===== src/rtl/bus_pkg.sv =====
// Shared definitions for the SRAM bus time-slicer: owner encoding, slot/phase
// indices within the 16-cycle frame.
package bus_pkg;

  typedef enum logic [1:0] {
    OWNER_NONE  = 2'd0,
    OWNER_VIDEO = 2'd1,
    OWNER_SPI   = 2'd2,
    OWNER_CPU   = 2'd3
  } owner_t;

  localparam logic [1:0] SLOT_VIDEO0 = 2'd0;
  localparam logic [1:0] SLOT_1      = 2'd1;
  localparam logic [1:0] SLOT_SPI    = 2'd2;
  localparam logic [1:0] SLOT_CPU    = 2'd3;

  localparam logic [1:0] PHASE_SETUP        = 2'd0;
  localparam logic [1:0] PHASE_STROBE_FIRST = 2'd1;
  localparam logic [1:0] PHASE_STROBE_LAST  = 2'd2;
  localparam logic [1:0] PHASE_HOLD         = 2'd3;

  localparam int FRAME_CYCLES = 16;

  function automatic logic is_strobe_phase(input logic [1:0] phase);
    return (phase == PHASE_STROBE_FIRST) || (phase == PHASE_STROBE_LAST);
  endfunction

endpackage


===== src/rtl/ram_strobe.sv =====
// SRAM strobe decode shared by every slot: an active access drives exactly one
// of OE/WE low during the two strobe phases.
module ram_strobe
  import bus_pkg::*;
(
  input  logic [1:0] phase_i,
  input  logic       active_i,
  input  logic       we_i,
  output logic       ram_oe_n_o,
  output logic       ram_we_n_o
);

  logic strobe;

  always_comb begin
    strobe     = active_i && is_strobe_phase(phase_i);
    ram_oe_n_o = ~(strobe & ~we_i);
    ram_we_n_o = ~(strobe &  we_i);
  end

endmodule


===== src/rtl/bus_scheduler.sv =====
// Fixed 16-cycle SRAM bus frame: video, SPI bridge and 6502 CPU slots.
// Define VIDEO_80COL_EN to turn slot 1 into a second video fetch instead of SPI1.
module bus_scheduler
  import bus_pkg::*;
(
  input  logic       clk_16_i,
  input  logic       reset_n_i,
  input  logic       spi_req_i,
  input  logic       spi_we_i,
  input  logic       cpu_we_i,
  output logic [1:0] bus_owner_o,
  output logic       ram_oe_n_o,
  output logic       ram_we_n_o,
  output logic       video_load_o,
  output logic       video_col_o,
  output logic       spi_ack_o,
  output logic       cpu_en_o
);

  logic       run_q, run_d;
  logic [3:0] cycle_q, cycle_d;
  logic       spi_active_q, spi_active_d;
  logic       we_q, we_d;

  logic [1:0] slot;
  logic [1:0] phase;
  logic       is_video;
  logic       is_spi;
  logic       strobe_active;
  logic       strobe_we;
  owner_t     owner;

  always_comb begin
    slot     = cycle_q[3:2];
    phase    = cycle_q[1:0];
    is_video = (slot == SLOT_VIDEO0);
    is_spi   = (slot == SLOT_SPI);
`ifdef VIDEO_80COL_EN
    if (slot == SLOT_1) is_video = 1'b1;
`else
    if (slot == SLOT_1) is_spi = 1'b1;
`endif
  end

  // Requests and write direction are sampled only at the setup phase of a slot.
  always_comb begin
    run_d        = 1'b1;
    cycle_d      = cycle_q;
    spi_active_d = spi_active_q;
    we_d         = we_q;
    if (run_q) begin
      cycle_d = (cycle_q == 4'(FRAME_CYCLES - 1)) ? 4'd0 : cycle_q + 4'd1;
      if (is_spi && (phase == PHASE_SETUP) && spi_req_i) begin
        spi_active_d = 1'b1;
        we_d         = spi_we_i;
      end
      if (is_spi && (phase == PHASE_HOLD)) spi_active_d = 1'b0;
      if ((slot == SLOT_CPU) && (phase == PHASE_SETUP)) we_d = cpu_we_i;
    end
  end

  always_ff @(posedge clk_16_i or negedge reset_n_i) begin
    if (!reset_n_i) begin
      run_q        <= 1'b0;
      cycle_q      <= 4'd0;
      spi_active_q <= 1'b0;
      we_q         <= 1'b0;
    end else begin
      run_q        <= run_d;
      cycle_q      <= cycle_d;
      spi_active_q <= spi_active_d;
      we_q         <= we_d;
    end
  end

  // SPI slot shows the SPI owner during setup so the address mux is ready
  // if the request is granted; it falls back to NONE when nothing was sampled.
  always_comb begin
    owner         = OWNER_NONE;
    strobe_active = 1'b0;
    strobe_we     = 1'b0;
    video_load_o  = 1'b0;
    video_col_o   = 1'b0;
    spi_ack_o     = 1'b0;
    cpu_en_o      = 1'b0;
    if (run_q) begin
      if (is_video) begin
        owner         = OWNER_VIDEO;
        strobe_active = 1'b1;
        video_load_o  = (phase == PHASE_HOLD);
`ifdef VIDEO_80COL_EN
        video_col_o   = slot[0];
`endif
      end else if (is_spi) begin
        if ((phase == PHASE_SETUP) || spi_active_q) owner = OWNER_SPI;
        strobe_active = spi_active_q;
        strobe_we     = we_q;
        spi_ack_o     = spi_active_q && (phase == PHASE_HOLD);
      end else begin
        owner         = OWNER_CPU;
        strobe_active = 1'b1;
        strobe_we     = we_q;
        cpu_en_o      = (phase == PHASE_HOLD);
      end
    end
    bus_owner_o = owner;
  end

  ram_strobe u_ram_strobe (
    .phase_i    (phase),
    .active_i   (strobe_active),
    .we_i       (strobe_we),
    .ram_oe_n_o (ram_oe_n_o),
    .ram_we_n_o (ram_we_n_o)
  );

endmodule

===== config.mk =====
export PLATFORM = sky130hd
export DESIGN_NAME = bus_scheduler
export DESIGN_NICKNAME = d
export VERILOG_FILES = /design/src/rtl/bus_pkg.sv /design/src/rtl/ram_strobe.sv /design/src/rtl/bus_scheduler.sv
export SDC_FILE = /design/constraint.sdc
export NUM_CORES = 1
export LEC_CHECK = 0
export ABC_AREA = 1
export BUFFER_PORTS_ARGS = -buffer_cell sky130_fd_sc_hd__buf_2
export CORE_UTILIZATION = 35
export DETAILED_ROUTE_END_ITERATION = 8
export PLACE_DENSITY = 0.54
export SYNTH_ARGS = -nofsm -noshare
export SYNTH_HDL_FRONTEND = slang
export SYNTH_SLANG_ARGS = --single-unit

===== constraint.sdc =====
create_clock -name clk_16_i -period 1.5 [get_ports clk_16_i]
set_input_delay 0.075 -clock clk_16_i [delete_from_list [all_inputs] [get_ports clk_16_i]]
set_output_delay 0.075 -clock clk_16_i [all_outputs]
set_load 0.05 [all_outputs]

==> results.toml, run 1 <==
[grt]
antenna_found_initial = 0
grt_max_degree = 13
grt_pass1_wl_um = 1660
grt_pass1_vias = 389
grt_usage_pct = 17.3
gr-total-overflow = 0

[final_layout]
nets = 98
stdcell_count = 103
fin_util_pct = 54.7
antennaDiodeCount = 0
area_growth_pct = 43.7
stdcell_area_um2 = 712
final_layout_size_suffix_gt1_share_pct = 43.2
multi_input_area_um2 = 319
regArea_um2 = 176
fillers = 134

[synth]
async_flop_share_pct = 100
synth-edff-count = 0
synth_top_area_share_pct = 35.4
yosysMostFrequentCell = "nand2_1"
yosys_register_bits = 7
synth_cells = 71
synth_top_area_cell = "dfrtp_1"
netlist_top_cells_count = "20 x nand2_1, 12 x inv_1, 8 x nand3_1"
synth_cell_types = 14
syn_nets = 80
ys.flop_type = "dfrtp_1"
synth_seq_area_share_pct = 35.4
synth_warnings = 0
synth_area_leaders = "dfrtp_1 35%, nand2_1 15%, ha_1 10%"
synth.avg_cell_area_um2 = 6.98
syn-cell-area_um2 = 495

[sta]
setup_slack_ns = 0.0152
fin_skew_ns = 0.000233
setup_viol = 0
drv_slew = 0
rsz0062_at_grt = "yes"
max_freq_mhz = 673
hold_viol = 0
holdWs_ns = 0.120
min_period_ns = 1.48
final.period_utilization_pct = 99.0
setup_tns_ns = 0

[setup_path]
path_cells = "inv_2 > ha_4 > nand3_2 > nand3_2 > inv_2 > nand2_2 > buf_8"
critical_path_class = "flop to output port"
cp.arrival_ns = 1.41
crit_slowest_cell = "dfrtp_1"
crit_required_ns = 1.42
cp_max_fo = 6
worst_path_largest_cell_delay_ns = 0.37
crit_path_start_kind = "flop"
end_kind = "output port"

[status]
run_status = "complete, no violations"

[routing]
drt_iter0_markers = 1
drcViolationCount = 0
ant_nets = 0
vias = 476
wire_per_inst_um = 10.1
vias_per_cell = 4.62
first_pass_iters = 2
routed_wl_um = 1040

[pwr]
clock_power_share_pct = 12.1
p_sw_mw = 0.739
p_leak_nw = 0.389
total_power_mw = 1.49
ir_worst_vdd_mv = 0.795
swShare_pct = 49.7
p_comb_share_pct = 66.6
seqPwrFrac_pct = 21.2
power.density_mw_per_mm2 = 2090
internal_power_mw = 0.747

[floorplanning]
die_w_um = 39.6
ioPinCount = 13
core_mm2 = 0.00130
rows = 13
die-area_mm2 = 0.00157
die_h_um = 39.6
start_util_pct = 38.1

[clock_network]
ctsLongestPathBuffers = 2
cts_root_buf = "clkbuf_4"
cts_htree_levels = 1
cts_tree = "yes"
clkSinkCount = 7
path_clk_slew_ns = 0.06
cts_buffers = 3
clkLatencyLatePin_ns = 0.26

[placed_design]
post-place-ws_ns = 0.0512
dpl.hpwl_um = 756
place_area_um2 = 572
port_buffers = 11
placedCellCount = 96
globalplace.congestion = 0.665

[run]
cap_violations = 0

[min_path]
min_path_type = "input pin to flop"
cell families (layout without fill, tap and decap cells):
logic type,count (synthesis),in the layout,synth area share [%]
and+or+nand+nor,39,39,35.1
buffers and inverters,14,31,12.9
other,2,2,1.52
adders and majority gates,4,4,10.1
AOI/OAI and AO/OA,5,5,5.05
DFF,7,7,35.4
power by group through the flow:
stage / Clock, mW / Combinational [mW] / Sequential [mW]
global placement: 0 / 0.702 / 0.313
finish: 0.180 / 0.991 / 0.316
detailed placement: 0 / 0.716 / 0.317
floorplan: 0 / 0.562 / 0.314
CTS: 0.186 / 0.830 / 0.311
global route: 0.195 / 1.09 / 0.322
flip-flops by register name, summed over array words and instances, names as in the netlist:
name,flops
cycle_q,4
run_q,1
spi_active_q,1
we_q,1
layout make-up:
cell class	instances	share of cell area [%]
clock inverter	1	0.703
timing repair buffer	15	17.6
multi-input combinational	50	44.8
inverter	12	6.33
clock buffer	3	3.16
sequential	7	24.8
tap	15	2.64
per-layer routing:
| layer | part of all wire, % | up-vias | track usage (%) |
|---|---|---|---|
| met5 | 0 | - | 0 |
| met4 | 2.3 | 0 | 10.3 |
| met3 | 6.1 | 5 | 8.52 |
| met2 | 49 | 12 | 25.4 |
| met1 | 42 | 208 | 19.9 |
| li1 | - | 251 | - |
repair_timing:
action | in CTS | in global routing
hold endpoints to repair | 7 | 0
resized for setup | 12 | 19
setup endpoints to repair | 6 | 5
pin swaps | 2 | 6
hold buffers | 1 | 0
setup buffers | 1 | 1
placed cells by master (no fill, tap or decap), drive strengths merged:
master	instances
ha	4
clkbuf	4
buf	13
nand2	21
inv	12
nor2	8
conb	2
nand3	8
nor3	2
a21oi	2
dlygate4sd3	1
dfrtp	7
o21ai	3
clkinv	1
worst max-delay path, delay by kind of cell, from the launching register on:
family | cells | cell delay (ns)
adder cells (fa/ha/maj) | 1 | 0.31
buffers and inverters | 3 | 0.24
flip-flops | 1 | 0.37
AND/OR/NAND/NOR | 3 | 0.23
final timing paths:
check	startpoint	to	slack, ns	cells past startpoint
max	cycle_q[3]	ram_we_n_o	0.02	7
min	spi_we_i	we_q	0.12	5
max reg2reg	cycle_q[2]	we_q	0.30	6
min reg2reg	we_q	we_q	0.54	2
max in group asynchronous	reset_n_i	run_q	1.15	2
min in group asynchronous	reset_n_i	cycle_q[0]	0.17	2
Note: power is estimated with default switching activity, not from simulation.
==> run 2: changes to the inputs <==
--- a/config.mk
+++ b/config.mk
@@ -9,7 +9,7 @@
 export BUFFER_PORTS_ARGS = -buffer_cell sky130_fd_sc_hd__buf_2
 export CORE_UTILIZATION = 35
 export DETAILED_ROUTE_END_ITERATION = 8
-export PLACE_DENSITY = 0.54
+export PLACE_DENSITY_LB_ADDON = 0.2
 export SYNTH_ARGS = -nofsm -noshare
 export SYNTH_HDL_FRONTEND = slang
 export SYNTH_SLANG_ARGS = --single-unit
==> run 2 against run 1 <==
Effect of this change: maximum frequency is 0.54% lower; worst hold slack better by 0.0019 ns; power is 2.4% lower; first-iteration DRC count grew to 6.0 times the previous value; utilization is 0.29 points lower; global-route usage is 0.22 points lower; critical path depth stayed put; clock skew is 0.0087 ns higher.
==> results.toml, run 2 (synthesis results as in run 1) <==
[status]
run_status = "complete, no violations"

[final_layout]
final_common_cell = "nand2_1"
area_growth_pct = 42.9
nets = 98
stdcell_area_um2 = 708
largest_reg_flops = 4
top_register = "cycle_q"
fin_util_pct = 54.4
layout_common_cells = "17 x nand2_1, 9 x inv_1, 7 x nor2_1, 7 x dfrtp_1"
antennaDiodeCount = 0
final_layout_size_suffix_gt1_share_pct = 37.5
stdcell_count = 103

[placed_design]
dpl.hpwl_um = 811
placedCellCount = 97
port_buffers = 11
globalplace.congestion = 0.682
place_area_um2 = 579
post-place-ws_ns = 0.0505

[pwr]
power.density_mw_per_mm2 = 2050
total_power_mw = 1.45
ir_worst_vdd_mv = 0.875
p_leak_nw = 0.386

[clock_network]
path_clk_slew_ns = 0.05
cts_buffers = 3
clkLatencyLatePin_ns = 0.25
clkSinkCount = 7
ctsLongestPathBuffers = 2
cts_root_buf = "clkbuf_4"
cts_tree = "yes"
cts_htree_levels = 1

[sta]
min_period_ns = 1.49
rsz0062_at_grt = "yes"
setup_tns_ns = 0
final.period_utilization_pct = 99.5
drv_slew = 0
max_freq_mhz = 670
hold_viol = 0
setup_slack_ns = 0.00706
fin_skew_ns = 0.00892
holdWs_ns = 0.122
setup_viol = 0

[routing]
vias_per_cell = 4.42
drt_iter0_markers = 6
vias = 455
routed_wl_um = 1060
first_pass_iters = 4
ant_nets = 0
drcViolationCount = 0
wire_per_inst_um = 10.3

[setup_path]
cp.arrival_ns = 1.42
cp_max_fo = 6
crit_slowest_cell = "dfrtp_1"
crit_cells = 7
rr_worst_depth = 6
crit_family = "flip-flops"
critical_path_class = "flop to output port"
worst_path_largest_cell_delay_ns = 0.37
critPathBufInv = 3
path_cells = "inv_2 > ha_4 > nand3_2 > nand3_2 > inv_2 > nand2_2 > buf_8"
crit_required_ns = 1.42
crit_path_start_kind = "flop"
end_kind = "output port"

[grt]
antenna_found_initial = 0
gr-total-overflow = 0
grt_max_degree = 11
grt_usage_pct = 17.1
grtUsageMet1_pct = 16.4
grt_pass1_vias = 419
busiest_layer = "met2"
grt_util_met3_pct = 8.52
grt_pass1_wl_um = 1680
gr-usage-met2_pct = 31.1

[run]
cap_violations = 0

[floorplanning]
start_util_pct = 38.1
rows = 13
die-area_mm2 = 0.00157
core_mm2 = 0.00130
die_h_um = 39.6
ioPinCount = 13
die_w_um = 39.6

[min_path]
min_path_type = "input pin to flop"
worstHoldPathCells = 5
-- run 2: changes by cell type in the layout (fill, tap and decap cells not counted), sizes merged --
cell	before	now
buf	13	14
clkinv	1	0
-- run 2: worst register-to-register path, stage by stage, from the launching register on --
cell     delay, ns
dfrtp_1       0.40
buf_4         0.16
ha_1          0.27
nand3_1       0.13
nand2_1       0.06
nand2_1       0.05
nand2_1       0.05
-- run 2: power by group --
group | internal, mW | leakage, nW | switching [mW]
clock network | 0.102 | 0.0150 | 0.0689
logic | 0.374 | 0.287 | 0.594
registers | 0.262 | 0.0843 | 0.0500
-- run 2: worst paths after layout --
path	startpoint	slack, ns	to
setup / recovery	cycle_q[2]	0.007	ram_oe_n_o
hold / removal	spi_we_i	0.12	we_q
setup reg to reg	cycle_q[2]	0.27	we_q
hold reg to reg	we_q	0.53	we_q
max in group asynchronous	reset_n_i	1.16	cycle_q[1]
min in group asynchronous	reset_n_i	0.18	cycle_q[3]
-- run 2: layer usage --
| layer | up-vias | wire length [µm] |
|---|---|---|
| li1 | 246 | - |
| met1 | 195 | 455 |
| met2 | 12 | 536 |
| met3 | 2 | 59 |
| met4 | 0 | 6 |
| met5 | - | 0 |
-- run 2: what timing repair did --
item	CTS	global route
pin swaps	2	3
hold buffers	1	0
setup endpoints to repair	6	5
endpoints found under the hold margin	7	0
buffers inserted	1	0
gates resized for setup	10	15
-- run 2: cell type report --
class	count	area, µm²
Clock buffer	4	26.3
Fill cell	127	593
Inverter	12	45.0
Multi-Input combinational cell	50	320
Sequential cell	7	175
Tap cell	15	18.8
Timing Repair Buffer	15	123
